==> config.mk <==
export PLATFORM = sky130hd
export DESIGN_NAME = t05_header_synth
export DESIGN_NICKNAME = d
export VERILOG_FILES = /design/src/rtl/t05_header_pkg.sv /design/src/rtl/t05_msb_find.sv /design/src/rtl/t05_header_synth.sv
export SDC_FILE = /design/constraint.sdc
export NUM_CORES = 1
export LEC_CHECK = 0
export CAP_MARGIN = 0
export CORE_MARGIN = 2
export CORE_UTILIZATION = 30
export DETAILED_ROUTE_END_ITERATION = 12
export MAX_ROUTING_LAYER = met4
export PLACE_DENSITY = 0.6
export SETUP_SLACK_MARGIN = 0.3
export SLEW_MARGIN = 5
export SYNTH_ARGS = -nofsm -noshare
export SYNTH_HDL_FRONTEND = slang
export SYNTH_HIERARCHICAL = 1
export SYNTH_SLANG_ARGS = --single-unit
==> constraint.sdc <==
create_clock -name clk -period 5.4 [get_ports clk]
set_clock_uncertainty 0.15 [all_clocks]
set_input_delay 1.08 -clock clk [delete_from_list [all_inputs] [get_ports clk]]
set_output_delay 1.08 -clock clk [all_outputs]
set_load 0.01 [all_outputs]
==> src/rtl/t05_header_pkg.sv <==
// ---------------------------------------------------------------------------
// t05_header_pkg
// Shared types and constants for the Huffman header serializer.
//   state_hs          : serializer FSM states (PREFIX/TERM are only reached
//                       when T05_HEADER_FRAMING_EN is defined)
//   FIN_CODE_DEFAULT  : codebook 'finished' code meaning traversal is done
//   CHAR_W/LEN_W/PATH_W : header field widths
// ---------------------------------------------------------------------------
package t05_header_pkg;

    localparam int CHAR_W = 8;
    localparam int LEN_W  = 7;
    localparam int PATH_W = 128;

    localparam logic [3:0] FIN_CODE_DEFAULT = 4'b0101;

    typedef enum logic [2:0] {
        ST_IDLE   = 3'd0,
        ST_PREFIX = 3'd1,
        ST_CHAR   = 3'd2,
        ST_LEN    = 3'd3,
        ST_PATH   = 3'd4,
        ST_ACK    = 3'd5,
        ST_TERM   = 3'd6,
        ST_FIN    = 3'd7
    } state_hs;

endpackage : t05_header_pkg

==> src/rtl/t05_msb_find.sv <==
// ---------------------------------------------------------------------------
// t05_msb_find
// Combinational priority encoder: position of the highest set bit of a
// PATH_W-bit vector.
//   vec : input vector
//   pos : index of the highest set bit (0 when vec is all zero)
//   any : 1 when at least one bit of vec is set
// ---------------------------------------------------------------------------
module t05_msb_find
    import t05_header_pkg::*;
(
    input  logic [PATH_W-1:0] vec,
    output logic [LEN_W-1:0]  pos,
    output logic              any
);

    always_comb begin
        // NOTE: defaults first so every path assigns pos/any; otherwise a latch is inferred.
        pos = '0;
        any = 1'b0;
        // Ascending scan: the last hit wins, which is the highest set bit.
        for (int i = 0; i < PATH_W; i++) begin
            if (vec[i]) begin
                pos = LEN_W'(i);
                any = 1'b1;
            end
        end
    end

endmodule : t05_msb_find

==> src/rtl/t05_header_synth.sv <==
// ---------------------------------------------------------------------------
// t05_header_synth
// Serializes one Huffman header entry (char index, path length, path bits)
// per char_found pulse over a bit_valid/bit_ready handshake, then pulses
// write_finish so the codebook traversal can resume.
//
// Ports:
//   clk, rst        : clock, asynchronous active-high reset
//   char_found      : one-cycle pulse, entry available
//   char_index[7:0] : character index, valid with char_found
//   char_path[127:0]: path with a leading control bit (highest set bit)
//   cb_finished[3:0]: codebook finish code; FIN_CODE means traversal done
//   bit_ready       : downstream accepts a bit
//   bit_out         : serial header bit (registered)
//   bit_valid       : bit_out valid (registered)
//   write_finish    : one-cycle pulse after the last bit of an entry
//   header_done     : level, header complete (until reset)
//   overrun         : sticky, char_found seen while busy
//
// Configuration macro: T05_HEADER_FRAMING_EN
//   defined   -> prefix bit 1 before each entry, terminator bit 0 at finish
//   undefined -> no framing bits; finish goes straight to FIN
// ---------------------------------------------------------------------------
module t05_header_synth
    import t05_header_pkg::*;
#(
    parameter logic [3:0] FIN_CODE = FIN_CODE_DEFAULT
)
(
    input  logic              clk,
    input  logic              rst,
    input  logic              char_found,
    input  logic [CHAR_W-1:0] char_index,
    input  logic [PATH_W-1:0] char_path,
    input  logic [3:0]        cb_finished,
    input  logic              bit_ready,
    output logic              bit_out,
    output logic              bit_valid,
    output logic              write_finish,
    output logic              header_done,
    output logic              overrun
);

    state_hs           state;
    logic [CHAR_W-1:0] idx_q;
    logic [PATH_W-1:0] path_q;
    logic [LEN_W-1:0]  len_q;
    // Index of the bit currently on bit_out within its field; a field ends
    // on the handshake that occurs while this is 0.
    logic [LEN_W-1:0]  cnt;

    logic [LEN_W-1:0]  msb_pos;
    logic              msb_any;
    logic [LEN_W-1:0]  cnt_m1;
    logic [LEN_W-1:0]  len_m1;
    logic              xfer;

    t05_msb_find u_msb_find (
        .vec (char_path),
        .pos (msb_pos),
        .any (msb_any)
    );

    assign xfer   = bit_valid && bit_ready;
    assign cnt_m1 = cnt - 7'd1;
    assign len_m1 = len_q - 7'd1;

    always_ff @(posedge clk or posedge rst) begin
        if (rst) begin
            // Datapath registers are reset too so a discarded partial entry
            // leaves no stale contents behind.
            state        <= ST_IDLE;
            cnt          <= '0;
            idx_q        <= '0;
            path_q       <= '0;
            len_q        <= '0;
            bit_out      <= 1'b0;
            bit_valid    <= 1'b0;
            write_finish <= 1'b0;
            header_done  <= 1'b0;
            overrun      <= 1'b0;
        end else begin
            // NOTE: non-blocking assignments for all state so every register samples pre-edge values.
            if (char_found && state != ST_IDLE && state != ST_FIN)
                overrun <= 1'b1;

            case (state)
                ST_IDLE: begin
                    if (char_found) begin
                        idx_q     <= char_index;
                        path_q    <= char_path;
                        len_q     <= msb_any ? msb_pos : '0;
                        bit_valid <= 1'b1;
`ifdef T05_HEADER_FRAMING_EN
                        state     <= ST_PREFIX;
                        cnt       <= '0;
                        bit_out   <= 1'b1;
`else
                        state     <= ST_CHAR;
                        cnt       <= 7'(CHAR_W - 1);
                        bit_out   <= char_index[CHAR_W-1];
`endif
                    end else if (cb_finished == FIN_CODE) begin
`ifdef T05_HEADER_FRAMING_EN
                        state       <= ST_TERM;
                        bit_out     <= 1'b0;
                        bit_valid   <= 1'b1;
`else
                        state       <= ST_FIN;
                        header_done <= 1'b1;
`endif
                    end
                end

`ifdef T05_HEADER_FRAMING_EN
                ST_PREFIX: begin
                    if (xfer) begin
                        state   <= ST_CHAR;
                        cnt     <= 7'(CHAR_W - 1);
                        bit_out <= idx_q[CHAR_W-1];
                    end
                end
`endif

                ST_CHAR: begin
                    if (xfer) begin
                        if (cnt == '0) begin
                            state   <= ST_LEN;
                            cnt     <= 7'(LEN_W - 1);
                            bit_out <= len_q[LEN_W-1];
                        end else begin
                            cnt     <= cnt_m1;
                            bit_out <= idx_q[cnt_m1[2:0]];
                        end
                    end
                end

                ST_LEN: begin
                    if (xfer) begin
                        if (cnt != '0) begin
                            cnt     <= cnt_m1;
                            bit_out <= len_q[cnt_m1[2:0]];
                        end else if (len_q == '0) begin
                            // Empty path: no PATH field at all.
                            state        <= ST_ACK;
                            bit_out      <= 1'b0;
                            bit_valid    <= 1'b0;
                            write_finish <= 1'b1;
                        end else begin
                            state   <= ST_PATH;
                            cnt     <= len_m1;
                            bit_out <= path_q[len_m1];
                        end
                    end
                end

                ST_PATH: begin
                    if (xfer) begin
                        if (cnt == '0) begin
                            state        <= ST_ACK;
                            bit_out      <= 1'b0;
                            bit_valid    <= 1'b0;
                            write_finish <= 1'b1;
                        end else begin
                            cnt     <= cnt_m1;
                            bit_out <= path_q[cnt_m1];
                        end
                    end
                end

                ST_ACK: begin
                    write_finish <= 1'b0;
                    state        <= ST_IDLE;
                end

`ifdef T05_HEADER_FRAMING_EN
                ST_TERM: begin
                    if (xfer) begin
                        state       <= ST_FIN;
                        bit_valid   <= 1'b0;
                        header_done <= 1'b1;
                    end
                end
`endif

                ST_FIN: begin
                    // Terminal: everything is ignored until reset.
                end

                default: begin
                    state <= ST_IDLE;
                end
            endcase
        end
    end

endmodule : t05_header_synth

==> results.tsv <==
stage	metric	value	unit
logic_synthesis	syn_nets	1400	
floorplan	die-width	191	um
logic_synthesis	ys_warn_count	6	
cts	cts_hold_buffers	0	
min_path	hp-class	reg -> reg	
grt	grt_pass1_vias	9988	
job	drv_cap	0	
power_and_ir_drop	p_per_area	567	mW/mm^2
setup_path	setup.worst_path.class	in -> reg	
cts	path_clk_slew	70	ps
logic_synthesis	synth_ff_type	dfrtp_1	
timing	hold_viol_final	0	
cells_and_area	drive_above_1_share	0.102	
timing	setup_violations	0	
timing	fmax	0.257	GHz
placed_design	gp_congestion	0.919	
grt	gr-usage-all-layers	0.207	
logic_synthesis	synth_area	0.0105	mm^2
timing	fin_crit	3880	ps
logic_synthesis	synthDistinctLibCells	76	
timing	relSlewSlack	0.299	
timing	fin_crit_sh	0.719	
cts	cts_resized	0	
power_and_ir_drop	power.share.clock	0.172	
route	drc	0	
cells_and_area	nFillCells	3600	
cts	h-tree-depth	4	
cts	insertion_delay	440	ps
logic_synthesis	synth-seq-cells	158	
floorplan	die_area	0.0367	mm^2
cts	clockBufferDepth	2	
timing	grt_setup_unrepaired	false	
power_and_ir_drop	switchingPower	3.22	mW
route	vias	10100	
timing	worst_pin_slew	1050	ps
power_and_ir_drop	ir_drop	0.279	mV
cts	post_cts_buffers	0	
power_and_ir_drop	power.internal	4.20	mW
setup_path	worstPathMaxFanout	5	
timing	hold_ws	314	ps
route	drtIter0Drc	889	
logic_synthesis	synthCells	1252	
route	drtAntennaViolNets	0	
route	wl_per_cell	19.9	um
floorplan	coreArea	0.0345	mm^2
power_and_ir_drop	p_leak	5.52	nW
setup_path	arrival	4030	ps
route	drt-total-wl	36.3	mm
setup_path	worst_setup_path_start_kind	primary input	
timing	fin_tns_setup	0	ps
floorplan	ios	149	
logic_synthesis	synth_edf_count	0	
power_and_ir_drop	netSwitchingFraction	0.434	
power_and_ir_drop	power_frac_comb	0.529	
logic_synthesis	ys_async_sr_fraction	1.00	
cells_and_area	diodes	0	
cells_and_area	areaGrowthSynthToFinish	24.0	%
grt	grt_max_degree	159	
cts	root_buffer	clkbuf_16	
run_status	status	completed	
grt	antenna_found_initial	0	
route	via_per_inst	5.52	
setup_path	end_kind	register	
floorplan	rows	68	
cts	cts_tree	yes	
cts	clkSinkCount	158	
floorplan	start_util	0.305	
grt	grt_pass1_wl	56.9	mm
setup_path	required	5550	ps
logic_synthesis	syn_area_per_cell	8.42	um^2
cells_and_area	nets	1511	
floorplan	die_h	191	um
cts	cts_inserted_buffers	17	
logic_synthesis	yosysSeqAreaShare	0.375	
placed_design	post-dp-hpwl	26.1	mm
power_and_ir_drop	power_frac_seq	0.299	
timing	slew_viol_final	0	
cells_and_area	stdcell_count	1831	
placed_design	io_buffers	148	
grt	grt_overflow_total	0	
route	dr.pass1.iters	6	
placed_design	dp_cells	1799	
==> through the flow <==
| step | cell area [um^2] | setup slack, ps | power (mW) | util |
|---|---|---|---|---|
| 6_report | 13100 | 1520 | 7.41 | 0.378 |
| 5_1_grt | 13100 | 1340 | 7.90 | 0.378 |
| 4_1_cts | 13100 | 1460 | 7.41 | 0.378 |
| 3_5_place_dp | 12500 | 1010 | 6.13 | 0.361 |
| 3_3_place_gp | 12500 | 1070 | 6.06 | 0.361 |
| 2_1_floorplan | 10500 | 2020 | 4.91 | - |
==> cell type report <==
cell class                 count  area, um^2  area share
tap                          455         569      0.0435
clock buffer                  18         439      0.0336
sequential                   158        3960       0.303
timing repair buffer         156        1580       0.121
clock inverter                14         171      0.0131
multi-input combinational    999        6240       0.477
inverter                      31         120     0.00919
==> layer usage <==
metal / part of all wire / wire (um) / track usage
met2: 0.49 / 17700 / 0.332
met1: 0.42 / 15400 / 0.263
met4: 0.032 / 1170 / 0.0719
met3: 0.059 / 2140 / 0.0375
met5: 0 / 0 / -
==> worst max-delay path: stages <==
cell	delay, ps
clkdlybuf4s50_1	560
nor3b_1	80
nor3_1	260
o211ai_1	200
or4_1	670
nor4_1	620
o311a_1	310
o21ai_1	80
nand3_1	80
o21ai_0	90
==> cells in the mapped netlist, types with 7 or more instances <==
cell type	number	area share
a21oi_1	30	0.014
clkbuf_1	48	0.017
dfrtp_1	158	0.37
inv_1	31	0.011
mux4_2	72	0.15
nand2_1	468	0.17
nand2b_1	9	0.0053
nand3_1	62	0.029
nand4_1	8	0.0047
nor2_1	70	0.025
nor3_1	33	0.016
nor4_1	34	0.020
o21ai_0	37	0.018
o21ai_1	16	0.0076
o31ai_1	10	0.0071
or3_1	7	0.0042
or4_1	8	0.0057
==> cells in the final DEF (no fill, tap or decap), types with 7 or more instances in the layout <==
cell type,instances
o21ai_0,37
clkdlybuf4s50_1,148
nand4_1,8
o31ai_1,10
or3_1,7
nor2_1,69
o21ai_1,16
a21oi_1,30
nand3_1,62
nor3_1,33
dfrtp_1,156
inv_1,30
nand2b_1,9
clkbuf_16,17
nor4_1,33
or4_1,8
nand2_1,468
mux4_2,72
==> kinds of logic after synthesis <==
group           after synthesis  share of synthesized area
xor+xnor                     12                     0.0114
buf+inv                      95                     0.0370
flops                       158                      0.375
compound gates              171                      0.107
simple gates                734                      0.305
mux                          78                      0.160
fa+ha+maj                     4                    0.00475
==> worst paths after layout <==
kind	slack [ps]	endpoint	from	depth (start not counted)
max in group asynchronous	3280	path_q[87]	rst	3
max reg2reg	1830	bit_out	len_q[0]	9
min reg2reg	310	header_done	header_done	2
min	310	header_done	header_done	2
max	1520	len_q[0]	char_path[78]	10
min in group asynchronous	1080	path_q[45]	rst	3
==> sequential cells by signal, indices dropped and copies added, names as in the netlist <==
name and flops:
idx_q 8, overrun 1, len_q 7, bit_out 1, write_finish 1, cnt 7
bit_valid 1, path_q 128, header_done 1, state 3
==> power by group through the flow <==
stage          clock [mW]  sequential [mW]  combinational [mW]
2_1_floorplan           0             2.01                2.90
3_3_place_gp            0             2.19                3.86
3_5_place_dp            0             2.23                3.89
4_1_cts              1.29             2.21                3.91
5_1_grt              1.34             2.30                4.26
6_report             1.27             2.22                3.92
No activity file was read; power rests on OpenSTA's default activity.
